### src/rtl/fifo_native_to_axis_master_if.sv
// fifo_native_to_axis_master_if: AXI-Stream bus between the native-FIFO reader and its downstream consumer
interface fifo_native_to_axis_master_if #(
    parameter int TDataWidth = 32,
    parameter int TidWidth   = 8,
    parameter int TdestWidth = 8
);
    logic [TDataWidth-1:0] tdata;
    logic [TidWidth-1:0]   tid;
    logic [TdestWidth-1:0] tdest;
    logic                  tvalid;
    logic                  tlast;
    logic                  tready;
    modport master (output tdata, tid, tdest, tvalid, tlast, input tready);
    modport slave (input tdata, tid, tdest, tvalid, tlast, output tready);
endinterface

### src/rtl/fifo_native_to_axis_master.sv
// fifo_native_to_axis_master: drains a native FIFO read port into an AXI-Stream master via a head/skid buffer
module fifo_native_to_axis_master #(
    parameter int    TDataWidth           = 32,
    parameter int    TidWidth             = 8,
    parameter int    TdestWidth           = 8,
    parameter string FirstWordFallThrough = "true",
    localparam int   NativeWidth          = TDataWidth + TidWidth + TdestWidth + 1
) (
    input  logic                         m_axis_aclk,
    input  logic                         m_axis_arstn,
    input  logic [NativeWidth-1:0]       fifo_rdata,
    input  logic                         fifo_rempty,
    output logic                         fifo_rinc,
    fifo_native_to_axis_master_if.master m_axis
);
    localparam bit Fwf = (FirstWordFallThrough == "true");
    logic [1:0]             count;
    logic [1:0]             occ;
    logic                   inflight;
    logic                   tvalid_q;
    logic                   pop;
    logic                   cap;
    logic [NativeWidth-1:0] head;
    logic [NativeWidth-1:0] skid;
    assign pop = tvalid_q & m_axis.tready;
    // occupancy after this cycle's pop, counting a read still in flight so the buffer never overflows
    assign occ = count + {1'b0, inflight} - {1'b0, pop};
    assign fifo_rinc = m_axis_arstn & ~fifo_rempty & ~occ[1];
    assign cap = Fwf ? fifo_rinc : inflight;
    assign {m_axis.tlast, m_axis.tdest, m_axis.tid, m_axis.tdata} = head;
    assign m_axis.tvalid = tvalid_q;
    // head/skid buffer: capture new words behind the head, shift skid forward on pop
    always_ff @(posedge m_axis_aclk or negedge m_axis_arstn) begin
        if (!m_axis_arstn) begin
            count    <= 2'd0;
            inflight <= 1'b0;
            tvalid_q <= 1'b0;
            head     <= '0;
            skid     <= '0;
        end else begin
            inflight <= Fwf ? 1'b0 : fifo_rinc;
            if (cap && !pop) begin
                if (count == 2'd0) head <= fifo_rdata;
                else skid <= fifo_rdata;
                count    <= count + 2'd1;
                tvalid_q <= 1'b1;
            end else if (!cap && pop) begin
                if (count == 2'd2) head <= skid;
                count    <= count - 2'd1;
                tvalid_q <= (count == 2'd2);
            end else if (cap && pop) begin
                head <= (count == 2'd2) ? skid : fifo_rdata;
                if (count == 2'd2) skid <= fifo_rdata;
            end
        end
    end
endmodule

### src/flat_wrapper.sv
// flat-port wrapper written by rule: the top's interface ports become plain ports
module fifo_native_to_axis_master_flat 
#(
    parameter int    TDataWidth           = 32,
    parameter int    TidWidth             = 8,
    parameter int    TdestWidth           = 8,
    parameter string FirstWordFallThrough = "    ",
    localparam int   NativeWidth          = TDataWidth + TidWidth + TdestWidth + 1
)
  (m_axis_aclk, m_axis_arstn, fifo_rdata, fifo_rempty, fifo_rinc, m_axis_tdata, m_axis_tid, m_axis_tdest, m_axis_tvalid, m_axis_tlast, m_axis_tready);
  fifo_native_to_axis_master_if #(.TDataWidth(TDataWidth), .TidWidth(TidWidth), .TdestWidth(TdestWidth)) m_axis_i ();
  input  logic m_axis_aclk;
  input  logic m_axis_arstn;
  input  logic [NativeWidth-1:0] fifo_rdata;
  input  logic fifo_rempty;
  output logic fifo_rinc;
  output wire logic [$bits(m_axis_i.tdata)-1:0] m_axis_tdata;
  output wire logic [$bits(m_axis_i.tid)-1:0] m_axis_tid;
  output wire logic [$bits(m_axis_i.tdest)-1:0] m_axis_tdest;
  output wire logic [$bits(m_axis_i.tvalid)-1:0] m_axis_tvalid;
  output wire logic [$bits(m_axis_i.tlast)-1:0] m_axis_tlast;
  input wire logic [$bits(m_axis_i.tready)-1:0] m_axis_tready;
  assign m_axis_tdata = m_axis_i.tdata;
  assign m_axis_tid = m_axis_i.tid;
  assign m_axis_tdest = m_axis_i.tdest;
  assign m_axis_tvalid = m_axis_i.tvalid;
  assign m_axis_tlast = m_axis_i.tlast;
  assign m_axis_i.tready = m_axis_tready;
  fifo_native_to_axis_master #(.TDataWidth(TDataWidth), .TidWidth(TidWidth), .TdestWidth(TdestWidth), .FirstWordFallThrough(FirstWordFallThrough)) u_core (.m_axis_aclk(m_axis_aclk), .m_axis_arstn(m_axis_arstn), .fifo_rdata(fifo_rdata), .fifo_rempty(fifo_rempty), .fifo_rinc(fifo_rinc), .m_axis(m_axis_i));
endmodule
### config.mk
export PLATFORM = sky130hd
export DESIGN_NAME = fifo_native_to_axis_master_flat
export DESIGN_NICKNAME = d
export VERILOG_FILES = /design/src/rtl/fifo_native_to_axis_master_if.sv /design/src/rtl/fifo_native_to_axis_master.sv /design/src/flat_wrapper.sv
export SDC_FILE = /design/constraint.sdc
export NUM_CORES = 1
export LEC_CHECK = 0
export ABC_AREA = 1
export BUFFER_PORTS_ARGS = -buffer_cell sky130_fd_sc_hd__clkbuf_2
export CELL_PAD_IN_SITES_DETAIL_PLACEMENT = 2
export CELL_PAD_IN_SITES_GLOBAL_PLACEMENT = 2
export CORE_ASPECT_RATIO = 0.8
export CORE_MARGIN = 2
export CORE_UTILIZATION = 28
export DETAILED_ROUTE_END_ITERATION = 8
export PLACE_DENSITY = 0.74
export REMOVE_ABC_BUFFERS = 1
export SKIP_LAST_GASP = 1
export SYNTH_ARGS = -nofsm -noshare
export SYNTH_HDL_FRONTEND = slang
export SYNTH_SLANG_ARGS = --single-unit
export TNS_END_PERCENT = 10
### constraint.sdc
create_clock -name m_axis_aclk -period 1.35 [get_ports m_axis_aclk]
set_clock_uncertainty 0.15 [all_clocks]
set_input_delay 0.135 -clock m_axis_aclk [delete_from_list [all_inputs] [get_ports m_axis_aclk]]
set_output_delay 0.135 -clock m_axis_aclk [all_outputs]
set_load 0.1 [all_outputs]
==> results of run 1 <==
==> metal layers <==
metal	part of all wire [%]	GRT usage, %
met2	52	39.29
met5	0	0
met3	4.2	4.487
met4	0.59	2.798
met1	43	28.30
==> sequential cells by signal (all words and copies together) (netlist names) <==
signal                flops
u_core.cap                1
u_core.count              2
u_core.head              49
u_core.m_axis.tvalid      1
u_core.skid              49
==> per-stage QoR <==
step,TNS (ps),setup slack (ps),instances,instance area (um^2),util [%]
final,-39510,-552.4,1012,7848,47.56
after detailed placement,-26520,-330.8,917,6365,38.57
after global placement,-15470,-186.5,917,6365,38.57
after floorplan,-188710,-2874,572,4526,-
after CTS,-30850,-478.7,998,7650,46.36
after global routing,-47390,-615.0,1012,7848,47.56
==> cells by family after synthesis <==
| group | synth area share [%] |
|---|---|
| and+or+nand+nor | 27.79 |
| xor gates and xnor gates | 0.1857 |
| AOI/OAI and AO/OA | 5.569 |
| buffers and inverters | 12.36 |
| DFF | 54.10 |
==> timing repair <==
| item | in CTS | in global routing |
|---|---|---|
| hold buffers | 50 | 0 |
| endpoints found under the setup margin | 103 | 104 |
| cloned | 8 | 3 |
| hold endpoints to repair | 163 | 0 |
| gates resized for setup | 34 | 22 |
| pin swaps | 8 | 9 |
| buffers inserted | 11 | 11 |
==> cells in the final DEF (no fill, tap or decap) <==
master         instances
buf_8                  1
inv_4                  1
clkbuf_8               1
buf_4                 27
bufinv_16              2
buf_12                63
nand3_1               94
o21ai_4                1
dlygate4sd3_1         50
nand2_2                6
clkbuf_16             11
nand2_1              200
buf_16                 6
nand2_8                3
inv_2                  1
nand2_4                1
o21ai_0               38
dfrtp_1              100
buf_6                  5
bufbuf_16              3
clkbuf_2              51
nand3_4                1
o22a_1                 1
nor2_4                 4
nand3_2                5
dfrtp_2                2
xor2_1                 1
inv_1                102
o21ai_1               11
==> area by class of cell <==
cell class                      instances  share of cell area (%)
Clock buffer                           10                   3.045
Clock inverter                          2                  0.7653
Inverter                              104                   5.006
Multi-Input combinational cell        366                   21.94
Sequential cell                       102                   32.56
Tap cell                              220                   3.508
Timing Repair Buffer                  208                   33.18
==> final timing paths <==
kind                                      start              end  slack [ps]
max                        u_core.m_axis.tvalid  u_core.head[35]        -550
min                                 fifo_rempty       u_core.cap         170
max reg2reg                u_core.m_axis.tvalid  u_core.head[35]        -550
min reg2reg                      u_core.skid[7]   u_core.skid[7]         340
max in group asynchronous          m_axis_arstn   u_core.skid[5]         220
min in group asynchronous          m_axis_arstn  u_core.head[47]         350
==> worst reg2reg max path, delay by kind of cell (launching register included) <==
| kind | cells | cell delay (ps) |
|---|---|---|
| buffers and inverters | 5 | 660 |
| flip-flops | 1 | 420 |
| AND/OR/NAND/NOR | 6 | 560 |
==> impl_metrics.yaml, run 1 <==
drt:
  vias: 4728
  drtIter0Drc: 195
  wl_per_cell_um: 19.58
  antenna_left: 0
  firstDrtPassIters: 4
  routed_wl_um: 19810
  via_per_inst: 4.672
  drc: 0
cts:
  cts_tree: "yes"
  numCtsBuffers: 9
  path_clk_slew_ps: 70
  cts_max_level: 3
  cts_root_buf: "clkbuf_16"
  cts.sinks: 102
  clock_latency_ps: 350
  cts.path.max_buffers: 2
status:
  violations: "negative setup slack"
  status: "complete, but fails checks"
run:
  maxCapViolCount: 0
worst_setup_path:
  rr_worst_depth: 11
  critPathMaxStageDelay_ps: 420
  critPathMaxFanout: 12
  crit_path_start_kind: "flip-flop"
  crit_buf_inv: 5
  required_ps: 1450
  path_depth: 11
  critical_path.top_delay_family: "buffers and inverters"
  endpoint_kind: "flip-flop"
  critPathKind: "reg2reg"
  path_cells: "nand2_2, nand2_2, buf_4, buf_6, nand2_8, buf_12, buf_4, buf_16, nand3_1, nand3_1, nand2_1"
  arrival_ps: 2000
  critPathSlowestCell: "dfrtp_1"
timing:
  final.period_utilization_pct: 140.9
  rsz0062_at_grt: "true"
  hold_slack_ps: 174.6
  maxSlewHeadroom_pct: 59.55
  fmaxAchievable_mhz: 525.7
  min_period_ps: 1902
  final_hold_viol_count: 0
  setup_viol: 103
  fin_ws_ps: -552.4
  worst_pin_slew_ps: 606.8
  slew_violations: 0
logic_synthesis:
  async_flop_share_pct: 100.0
  synthesis.instances: 607
  ys_seq_area_share_pct: 54.10
  synth_cell_types: 18
  synth_top_area_cell: "dfrtp_1"
  synth_warnings: 0
  yosys.area.top_type_share_pct: 54.10
  synthTopCellsByCount: "nand2_1, inv_1, dfrtp_1"
  synthesis.area_um2: 4718
  synth_edf_count: 0
  synth_flop_cell: "dfrtp_1"
  ys_top_cells_by_area: "dfrtp_1, nand2_1, nand3_1, inv_1, o21ai_0"
  ys_ff_latch: 102
  yosysMostFrequentCell: "nand2_1"
  syn_avg_cell_area_um2: 7.773
placement:
  dpl.hpwl_um: 11010
  port_buffers: 103
  place_congestion: 0.7255
worst_hold_path:
  hp-class: "in2reg"
  min_delay_path_depth: 6
grt:
  grt_pass1_vias: 5443
  grt_max_degree: 103
  grt_pass1_wl_um: 30160
  antenna_found_initial: 0
  overflow: 0
  grt_usage_pct: 22.02
cells_and_area:
  area_delta_synth_final_pct: 66.32
  num_antenna_cells: 0
  seq_area_um2: 2555
  fill_cells: 1781
  fin_nets: 844
  drive_above_1_share_pct: 24.62
  multi_input_area_um2: 1722
die:
  start_util_pct: 28.59
  die_h_um: 120.1
  die_area_um2: 17910
  num_rows: 42
  io_pins: 104
  core_area_um2: 16500
  die_w_um: 149.1
Power of run 1 is left out: the tool's default activity adds up to more than one toggle a clock period on the data nets, which glitch-free logic cannot reach.
==> inputs of run 2 (changes only) <==
clock period = 1.5 ns   (was 1.35 ns; I/O delays follow)
==> run 2 against run 1 <==
  * Final area fell by 5.0%
  * Non-clock buffer count rose by 8
  * Via count rose by 2.2%
  * Cell count rose by 1.1%
  * Critical path depth fell by 3
  * The run ends with negative hold slack, negative setup slack left
  * Sequential cell count did not move
  * Wire length rose by 1.2%
==> impl_metrics.yaml, run 2 (same netlist as run 1, synthesis figures left out) <==
status:
  status: "complete, but fails checks"
  violations: "negative hold slack, negative setup slack"
cts:
  cts.path.max_buffers: 2
  cts_max_level: 3
  clock_latency_ps: 360
  numCtsBuffers: 9
  path_clk_slew_ps: 70
  cts_tree: "yes"
  cts_root_buf: "clkbuf_16"
  cts.sinks: 102
grt:
  grt_usage_pct: 22.97
  overflow: 0
  grt_pass1_vias: 5490
  grt_max_degree: 103
  antenna_found_initial: 0
  grt_pass1_wl_um: 30890
cells_and_area:
  fin_util_pct: 45.17
  drive_above_1_share_pct: 26.65
  mostFrequentLayoutCells: "nand2_1, dfrtp_1, inv_1, nand3_1, clkbuf_2"
  fin_nets: 852
  final_area_um2: 7453
  layout_commonest_cell: "nand2_1"
  reg.largest.list: "u_core.head (49), u_core.skid (49), u_core.count (2)"
  num_antenna_cells: 0
  area_delta_synth_final_pct: 57.97
worst_setup_path:
  critPathKind: "reg2out"
  arrival_ps: 1550
  critPathSlowestCell: "dfrtp_1"
  path_cells: "buf_6, nand3_4, nand2_4, nand2_2, nand2_2, nand2_2, nor2_4, buf_12"
  crit_top_cell: "nand2_2"
  endpoint_kind: "output pin"
  critPathMaxStageDelay_ps: 410
  required_ps: 1200
  reg2reg_slack_ps: -260
  critPathMaxFanout: 3
  crit_path_start_kind: "flip-flop"
  rr_worst_depth: 10
timing:
  rsz0062_at_grt: "true"
  final_hold_viol_count: 1
  fin_setup_tns_ps: -16760
  setup_viol: 101
  fmaxAchievable_mhz: 540.4
  final.period_utilization_pct: 123.4
  worst_pin_slew_ps: 595.0
  min_period_ps: 1851
  slew_violations: 0
  maxSlewHeadroom_pct: 60.34
  hold_slack_ps: -74.21
  fin_ws_ps: -350.6
drt:
  routed_wl_um: 20050
  antenna_left: 0
  drc: 0
  vias: 4833
  via_per_inst: 4.724
  firstDrtPassIters: 4
  drtIter0Drc: 139
  wl_per_cell_um: 19.60
die:
  die_w_um: 149.1
  io_pins: 104
  start_util_pct: 28.59
  die_area_um2: 17910
  die_h_um: 120.1
  num_rows: 42
  core_area_um2: 16500
placement:
  place_congestion: 0.7385
  dpl.hpwl_um: 10300
  port_buffers: 103
  pre_cts_ws_ps: -206.3
  placed_area_um2: 5684
run:
  maxCapViolCount: 0
worst_hold_path:
  hp-class: "in2reg"
  min_delay_path_depth: 4
-- run 2: cell types whose count changed in the layout (fill, tap and decap cells not counted), moves of 3 or more --
cell and delta:
o21ai_1 -4, nand2_1 -6, buf_6 +6, buf_4 +30, o21ai_0 +3, clkbuf_8 +3
clkbuf_2 +14, nand2_2 +4, buf_16 +5, nand2_4 +3, buf_12 -46
-- run 2: path summary, 6_finish.rpt --
| kind | to | startpoint |
|---|---|---|
| hold reg to reg | u_core.head[42] | u_core.head[42] |
| hold / removal | u_core.cap | fifo_rempty |
| setup reg to reg | u_core.head[5] | u_core.m_axis.tvalid |
| min in group asynchronous | u_core.head[47] | m_axis_arstn |
| setup / recovery | fifo_rinc | u_core.m_axis.tvalid |
| max in group asynchronous | u_core.count[0] | m_axis_arstn |
-- run 2: routing by layer --
layer | up-vias | share of wire, % | GRT usage [%]
li1 | 2249 | - | -
met1 | 2462 | 43 | 28.79
met2 | 101 | 52 | 40.70
met3 | 21 | 3.5 | 3.992
met4 | 0 | 1.7 | 6.310
met5 | - | 0 | 0
-- run 2: critical path: cells and delay by family (launching register included) --
| kind | cells | cell delay [ps] |
|---|---|---|
| and+or+nand+nor | 6 | 470 |
| DFF | 1 | 410 |
| buffers and inverters | 2 | 300 |
-- run 2: area by class of cell --
cell class	instances	area (um^2)
Clock inverter	2	13.76
Tap cell	220	275.3
Multi-Input combinational cell	366	1749
Clock buffer	13	280.3
Sequential cell	102	2554
Timing Repair Buffer	216	2183
Inverter	104	397.9
Fill cell	1801	9047
-- run 2: what timing repair did --
item	in CTS	in global routing
cloned	16	0
resized for setup	64	17
hold buffers	49	1
endpoints found under the hold margin	156	103
buffers inserted	16	12
setup endpoints to repair	102	113
pin swaps	15	8
-- run 2: stage by stage --
stage / std cells / hold slack (ps)
CTS: 1011 / -192.1
global route: 1023 / -47.54
finish: 1023 / -74.21
global placement: 916 / 181.1
floorplan: 572 / -295.6
detailed placement: 916 / 191.0
Power of run 2 is left out for the same reason.
